$ cat src/rtl/stamp_pkg.sv
// Shared types and constants for the stamp dispatcher.
// The optional take write-back path is enabled by the DISPATCH_TAKE_EN macro.
package stamp_pkg;

  localparam int SLOTS  = 8;
  localparam int CMD_W  = 88;
  localparam int SLOT_W = 3;
  localparam int UNITS  = 3;

  localparam int STAMP_EX  = 2;
  localparam int STAMP_MEM = 1;
  localparam int STAMP_WB  = 0;

  localparam int STAMP_LSB = 0;
  localparam int STAMP_MSB = 2;
  localparam int STAMP_W   = STAMP_MSB - STAMP_LSB + 1;
  localparam int TAKE_LSB  = 30;
  localparam int TAKE_MSB  = 34;
  localparam int TAKE_W    = TAKE_MSB - TAKE_LSB + 1;

  typedef enum logic [1:0] {
    S_IDLE  = 2'd0,
    S_ISSUE = 2'd1,
    S_BUSY  = 2'd2,
    S_STAMP = 2'd3
  } unit_state_t;

  typedef struct packed {
    logic              found;
    logic [SLOT_W-1:0] slot;
  } pick_t;

  // Highest set index wins: slot 7 is the oldest entry on the conveyor.
  function automatic pick_t oldest_pick(input logic [SLOTS-1:0] elig);
    pick_t p;
    p = '0;
    for (int i = 0; i < SLOTS; i++) begin
      if (elig[i]) begin
        p.found = 1'b1;
        p.slot  = SLOT_W'(i);
      end
    end
    return p;
  endfunction

endpackage

$ cat src/rtl/stamp_dispatcher_unit.sv
// One stage unit: issue FSM, slot tracker and stamp/take write-back generation.
// DISPATCH_TAKE_EN adds the captured take value for the exec unit.
//
// state   | meaning
// S_IDLE  | no entry; accepts a pick from the top-level encoder
// S_ISSUE | valid asserted, waiting for unit ready
// S_BUSY  | entry accepted, waiting for done pulse
// S_STAMP | writing stamp; held while the entry sits in slot 0 during a stall
module dispatch_unit
  import stamp_pkg::*;
#(
  parameter int STAGE = STAMP_EX
) (
  input  logic                      clk,
  input  logic                      reset,
  input  logic                      advance,
  input  logic                      pick_valid,
  input  logic [SLOT_W-1:0]         pick_slot,
  input  logic [CMD_W-1:0]          pick_cmd,
  input  logic                      ready,
  input  logic                      done,
`ifdef DISPATCH_TAKE_EN
  input  logic [TAKE_W-1:0]         take,
  output logic [SLOTS-1:0]          take_en,
  output logic [SLOTS*TAKE_W-1:0]   take_vals,
`endif
  output logic                      busy,
  output logic [SLOT_W-1:0]         slot,
  output logic                      valid,
  output logic [CMD_W-1:0]          cmd,
  output logic [SLOTS-1:0]          stamp_en,
  output logic [SLOTS*STAMP_W-1:0]  stamp_vals,
  output logic                      err
);

  localparam logic [STAMP_W-1:0] STAGE_BIT = STAMP_W'(1 << STAGE);

  unit_state_t          state, state_nxt;
  logic [STAMP_W-1:0]   stamp_q;
  logic                 overflow;
  logic                 can_stamp;
  logic [SLOT_W-1:0]    tgt;
  logic [SLOT_W-1:0]    idx;

  assign overflow  = advance && (state != S_IDLE) && (slot == SLOT_W'(SLOTS - 1));
  assign can_stamp = (state == S_STAMP) && !overflow && (advance || slot != '0);

  always_ff @(posedge clk or posedge reset) begin
    if (reset) begin
      state   <= S_IDLE;
      slot    <= '0;
      cmd     <= '0;
      stamp_q <= '0;
    end else begin
      state <= state_nxt;
      if (state == S_IDLE && pick_valid) begin
        slot    <= pick_slot + SLOT_W'(advance);
        cmd     <= pick_cmd;
        stamp_q <= pick_cmd[STAMP_MSB:STAMP_LSB];
      end else if (state != S_IDLE && advance) begin
        slot <= slot + SLOT_W'(1);
      end
    end
  end

`ifdef DISPATCH_TAKE_EN
  logic [TAKE_W-1:0] take_q;

  always_ff @(posedge clk or posedge reset) begin
    if (reset)
      take_q <= '0;
    else if (state == S_BUSY && done)
      take_q <= take;
  end
`endif

  always_comb begin
    state_nxt = state;
    case (state)
      S_IDLE:  if (pick_valid) state_nxt = S_ISSUE;
      S_ISSUE: if (ready)      state_nxt = S_BUSY;
      S_BUSY:  if (done)       state_nxt = S_STAMP;
      S_STAMP: if (advance || slot != '0) state_nxt = S_IDLE;
      default: state_nxt = S_IDLE;
    endcase
    // An entry pushed off the end of the conveyor is lost; drop it.
    if (overflow)
      state_nxt = S_IDLE;
  end

  always_comb begin
    busy       = (state != S_IDLE);
    valid      = (state == S_ISSUE);
    err        = overflow;
    stamp_en   = '0;
    stamp_vals = '0;
    tgt        = slot + SLOT_W'(advance);
    idx        = tgt - SLOT_W'(1);
`ifdef DISPATCH_TAKE_EN
    take_en    = '0;
    take_vals  = '0;
`endif
    if (can_stamp) begin
      stamp_en[idx] = 1'b1;
      stamp_vals[int'(idx)*STAMP_W +: STAMP_W] = stamp_q | STAGE_BIT;
`ifdef DISPATCH_TAKE_EN
      if (STAGE == STAMP_EX) begin
        take_en[idx] = 1'b1;
        take_vals[int'(idx)*TAKE_W +: TAKE_W] = take_q;
      end
`endif
    end
  end

endmodule

$ cat src/rtl/stamp_dispatcher.sv
// Oldest-first issue scheduler for the 8-slot conveyor with three stage units.
// DISPATCH_TAKE_EN enables the exec take write-back; otherwise take outputs are 0.
module stamp_dispatcher
  import stamp_pkg::*;
(
  input  logic                     clk,
  input  logic                     reset,
  input  logic                     conveyor_stop,
  input  logic [SLOTS*3-1:0]       reg_start_flat,
  input  logic [SLOTS*CMD_W-1:0]   reg_out_flat,
  output logic                     ex_valid,
  output logic                     mem_valid,
  output logic                     wb_valid,
  input  logic                     ex_ready,
  input  logic                     mem_ready,
  input  logic                     wb_ready,
  output logic [CMD_W-1:0]         ex_cmd,
  output logic [CMD_W-1:0]         mem_cmd,
  output logic [CMD_W-1:0]         wb_cmd,
  input  logic                     ex_done,
  input  logic                     mem_done,
  input  logic                     wb_done,
  input  logic [TAKE_W-1:0]        ex_take,
  output logic [SLOTS-1:0]         stamp_in,
  output logic [SLOTS*STAMP_W-1:0] stamp_flat,
  output logic [SLOTS-1:0]         take_in,
  output logic [SLOTS*TAKE_W-1:0]  take_flat,
  output logic                     sched_err
);

  logic                       advance;
  logic [SLOTS-1:0]           pick_ok;
  logic [SLOTS-1:0]           owned;
  logic [SLOTS-1:0]           claimed;
  logic [SLOTS-1:0]           elig;
  pick_t                      pick      [UNITS];
  logic [UNITS-1:0]           grant;
  logic [CMD_W-1:0]           pick_cmd  [UNITS];
  logic [UNITS-1:0]           unit_ready, unit_done;
  logic [UNITS-1:0]           unit_busy, unit_valid, unit_err;
  logic [SLOT_W-1:0]          unit_slot [UNITS];
  logic [CMD_W-1:0]           unit_cmd  [UNITS];
  logic [SLOTS-1:0]           u_stamp_en   [UNITS];
  logic [SLOTS*STAMP_W-1:0]   u_stamp_vals [UNITS];

  assign advance    = !conveyor_stop;
  assign unit_ready = {wb_ready, mem_ready, ex_ready};
  assign unit_done  = {wb_done, mem_done, ex_done};

  // Slot 7 would leave the conveyor on this edge, so it is not granted.
  assign pick_ok = advance ? {1'b0, {(SLOTS-1){1'b1}}} : '1;

  always_comb begin
    owned = '0;
    for (int u = 0; u < UNITS; u++)
      if (unit_busy[u]) owned[unit_slot[u]] = 1'b1;
  end

  // Units pick in ex, mem, wb order; each same-cycle grant is hidden from later units.
  always_comb begin
    claimed = owned;
    elig    = '0;
    grant   = '0;
    for (int u = 0; u < UNITS; u++) begin
      for (int s = 0; s < SLOTS; s++)
        elig[s] = reg_start_flat[s*3 + (STAMP_EX - u)];
      elig        = elig & ~claimed & pick_ok;
      pick[u]     = oldest_pick(elig);
      pick_cmd[u] = reg_out_flat[int'(pick[u].slot)*CMD_W +: CMD_W];
      grant[u]    = pick[u].found && !unit_busy[u];
      if (grant[u]) claimed[pick[u].slot] = 1'b1;
    end
  end

`ifdef DISPATCH_TAKE_EN
  logic [SLOTS-1:0]        u_take_en   [UNITS];
  logic [SLOTS*TAKE_W-1:0] u_take_vals [UNITS];
`endif

  for (genvar u = 0; u < UNITS; u++) begin : g_unit
    dispatch_unit #(.STAGE(STAMP_EX - u)) u_unit (
      .clk        (clk),
      .reset      (reset),
      .advance    (advance),
      .pick_valid (grant[u]),
      .pick_slot  (pick[u].slot),
      .pick_cmd   (pick_cmd[u]),
      .ready      (unit_ready[u]),
      .done       (unit_done[u]),
`ifdef DISPATCH_TAKE_EN
      .take       ((u == 0) ? ex_take : '0),
      .take_en    (u_take_en[u]),
      .take_vals  (u_take_vals[u]),
`endif
      .busy       (unit_busy[u]),
      .slot       (unit_slot[u]),
      .valid      (unit_valid[u]),
      .cmd        (unit_cmd[u]),
      .stamp_en   (u_stamp_en[u]),
      .stamp_vals (u_stamp_vals[u]),
      .err        (unit_err[u])
    );
  end

  assign ex_valid  = unit_valid[0];
  assign mem_valid = unit_valid[1];
  assign wb_valid  = unit_valid[2];
  assign ex_cmd    = unit_cmd[0];
  assign mem_cmd   = unit_cmd[1];
  assign wb_cmd    = unit_cmd[2];

  always_comb begin
    stamp_in   = '0;
    stamp_flat = '0;
    for (int u = 0; u < UNITS; u++) begin
      stamp_in   |= u_stamp_en[u];
      stamp_flat |= u_stamp_vals[u];
    end
  end

`ifdef DISPATCH_TAKE_EN
  always_comb begin
    take_in   = '0;
    take_flat = '0;
    for (int u = 0; u < UNITS; u++) begin
      take_in   |= u_take_en[u];
      take_flat |= u_take_vals[u];
    end
  end
`else
  logic unused_ex_take;
  assign unused_ex_take = ^ex_take;
  assign take_in        = '0;
  assign take_flat      = '0;
`endif

  always_ff @(posedge clk or posedge reset) begin
    if (reset)
      sched_err <= 1'b0;
    else if (|unit_err)
      sched_err <= 1'b1;
  end

endmodule

$ cat config.mk
export PLATFORM = sky130hd
export DESIGN_NAME = stamp_dispatcher
export DESIGN_NICKNAME = d
export VERILOG_FILES = /design/src/rtl/stamp_pkg.sv /design/src/rtl/stamp_dispatcher_unit.sv /design/src/rtl/stamp_dispatcher.sv
export SDC_FILE = /design/constraint.sdc
export NUM_CORES = 2
export LEC_CHECK = 0
export ABC_AREA = 1
export CORE_AREA = 2 2 422 424
export CTS_CLUSTER_DIAMETER = 30
export DETAILED_ROUTE_END_ITERATION = 7
export DIE_AREA = 0 0 424 426
export SYNTH_ARGS = -nofsm -noshare
export SYNTH_HDL_FRONTEND = slang
export SYNTH_SLANG_ARGS = --single-unit
$ cat constraint.sdc
create_clock -name clk -period 12.6 [get_ports clk]
set_input_delay 2.52 -clock clk [delete_from_list [all_inputs] [get_ports clk]]
set_output_delay 2.52 -clock clk [all_outputs]
set_load 0.1 [all_outputs]
==> results_dict.tcl <==
set metrics [dict create \
    finalSetupTns_ps 0 \
    worstPathArrival_ps 6740 \
    vias 45716 \
    via_per_inst 5.14 \
    ys_ff_latch 280 \
    final_max_slew_viol_count 0 \
    max_freq_mhz 108 \
    antenna_found_initial 107 \
    cts.sinks 280 \
    rows 154 \
    dp.final_hpwl_um 154000 \
    crit_buf_inv 3 \
    fillers 19495 \
    htreeDepth 4 \
    synth_top_area_share_pct 21.5 \
    startpoint_type "input port" \
    hp-class "flip-flop to flip-flop" \
    synth_xor_area_share_pct 0.188 \
    r2r_cells 29 \
    yosys-mux-area-fraction_pct 0 \
    path_common_cell "ha_1" \
    cts_tree "built" \
    ys_seq_area_share_pct 21.5 \
    die_h_um 426 \
    end_kind "output pin" \
    reg2reg_from "g_unit[0].u_unit.state[0]" \
    drtIter0Drc 5606 \
    yosys-top-cells-area "dfrtp_1, nand3_1, o21ai_0" \
    min_period_ps 9260 \
    area_delta_synth_final_pct 48.8 \
    path_clk_slew_ps 30 \
    cp_top_family "buffers and inverters" \
    final_cells 8895 \
    routabilityCongestion 0.957 \
    maxCapViolations 0 \
    rsz0062_at_grt "false" \
    critPathKind "input port to output pin" \
    cp-startpoint "conveyor_stop" \
    core_area_um2 176000 \
    timing.rr.end "g_unit[2].u_unit.cmd[28]" \
    synth_common_cells "nand3_1, nand2_1, o21ai_0" \
    hold_viol_final 0 \
    initial_core_util_pct 18.6 \
    yosys.area_share.simple_pct 32.2 \
    worst-path-stages 8 \
    crit_slowest_cell "clkdlybuf4s50_1" \
    clk_path_buf_depth 3 \
    synthCells 5638 \
    synth_ff_type "dfrtp_1" \
    fin_skew_ps 24.4 \
    grt_pass1_vias 41882 \
    slew_headroom_pct 10.7 \
    clkLatencyLatePin_ps 780 \
    synth_top_family_by_area "simple AND/OR/NAND/NOR gates" \
    wl_per_cell_um 24.9 \
    nNetsFinal 7169 \
    cp-endpoint "stamp_flat[13]" \
    cts_repair_resize_count 0 \
    grt_max_degree 219 \
    die_area_um2 181000 \
    synth.distinct_cells 46 \
    hold_buffers 0 \
    avgSynthCellArea_um2 5.79 \
    synth_top_cell_by_area "dfrtp_1" \
    critPathMaxStageDelay_ps 1160 \
    io_buffers 1036 \
    grt.total_usage_pct 23.3 \
    postCtsSetupBuffers 0 \
    synth_fa_ha_area_share_pct 1.76 \
    tightest_slew_ps 1340 \
    drive_gt1_share_pct 4.63 \
    yosysMostFrequentCell "nand3_1" \
    cp_max_fo 13 \
    numCtsBuffers 132 \
    grt_overflow_total 0 \
    hold_path.startpoint "g_unit[2].u_unit.cmd[4]" \
    synth_compound_gate_area_share_pct 27.1 \
    r2r_slack_ps 5350 \
    chipWidth_um 424 \
    grt_pass1_wl_um 307000 \
    firstDrtPassIters 8 \
    crit_chain "clkdlybuf4s50_1, ha_1, ha_1, inv_1, ha_1, nor4_1, a221o_1, clkdlybuf4s50_1" \
    ant_nets 0 \
    status "completed" \
    ios 1090 \
    stdcell_area_um2 48600 \
    finalCritPeriodShare_pct 73.5 \
    synth_edf_count 0 \
    setup_viol 0 \
    placed_cell_area_um2 44200 \
    routed_wl_um 222000 \
    async_flop_share_pct 100 \
    root_buffer "clkbuf_16" \
    drc 0 \
    required_ps 10080 \
    yosys_warnings 0 \
    synth_area_um2 32600 \
    dp_cells 8587 \
]
-- how the worst min path moves through the flow --
| stage | to | slack, ps | cells after the start |
|---|---|---|---|
| 6_report | g_unit[2].u_unit.cmd[4] | 480 | 2 |
| 5_1_grt | g_unit[2].u_unit.cmd[64] | 490 | 2 |
| 4_1_cts | g_unit[2].u_unit.cmd[64] | 480 | 2 |
| 3_5_place_dp | g_unit[2].u_unit.cmd[43] | 470 | 2 |
| 3_3_place_gp | g_unit[2].u_unit.cmd[15] | 460 | 2 |
| 2_1_floorplan | g_unit[0].u_unit.state[1] | 500 | 2 |
-- worst register-to-register path, delay by kind of cell, from the launching register on --
family | cells | cell delay (ps)
and+or+nand+nor | 22 | 4240
buffers and inverters | 6 | 2190
DFF | 1 | 390
adders and majority gates | 1 | 370
-- cell type report --
| cell class | instances | area (µm²) | share of cell area (%) |
|---|---|---|---|
| repair buffers | 1092 | 10900 | 22.5 |
| inverters | 804 | 3070 | 6.32 |
| clock inverters | 21 | 264 | 0.544 |
| multi-input cells | 4071 | 20300 | 41.8 |
| flip-flops and latches | 280 | 7010 | 14.4 |
| clock buffers | 209 | 3910 | 8.04 |
| well taps | 2340 | 2930 | 6.03 |
| diodes | 78 | 195 | 0.402 |
-- kinds of logic after synthesis --
kind of cell	Yosys count
XOR/XNOR	7
flip-flops	280
AND/OR/NAND/NOR	2407
AO/OA/AOI/OAI	1563
adder cells (fa/ha/maj)	46
other	1
buffers and inverters	1334
-- registers in the layout (all words and copies together), names as in the netlist --
signal	flops
g_unit.u_unit.cmd	259
g_unit.u_unit.slot	9
g_unit.u_unit.state	6
g_unit.u_unit.stamp_q	5
sched_err	1
-- metrics by stage --
step / setup WS [ps] / utilization, % / hold WS [ps]
final: 3340 / 27.6 / 476
after global routing: 3110 / 27.6 / 491
after CTS: 3420 / 27.5 / 477
after detailed placement: 3130 / 25.1 / 466
after global placement: 3190 / 25.1 / 462
after floorplan: 2360 / - / 503
-- cell usage in the layout (no fill, tap or decap), types with 4 or more instances in the layout --
cell	netlist	final
a221o_1	20	20
inv_16	0	4
nand2_1	901	897
nand2_4	2	5
o211ai_1	90	90
o21ai_0	814	814
inv_1	784	783
nand4_1	11	11
nor2_2	5	4
o22ai_1	5	5
clkinv_2	0	8
nand2_2	8	7
xor2_1	4	4
a41oi_1	176	176
clkbuf_1	275	48
nand3_1	1019	1018
inv_6	0	10
dfrtp_1	280	280
buf_12	0	12
clkdlybuf4s50_1	0	1027
diode_2	0	78
nor3_1	38	38
buf_4	78	53
inv_2	15	10
clkbuf_8	0	27
clkbuf_16	0	134
conb_1	1	48
ha_1	46	46
a21oi_1	447	447
nor2_1	408	408
-- metal layers --
metal,up-vias,wire length (µm),track usage [%],part of all wire (%)
met5,-,124,0,0.056
met4,20,16900,18.5,7.6
met3,725,21800,6.71,9.9
met2,3035,100000,35.6,45
met1,21452,82800,27.1,37
li1,20484,-,-,-
Power is not shown: default switching activity piles up to over one toggle a cycle in this logic, so the estimate is an artifact.
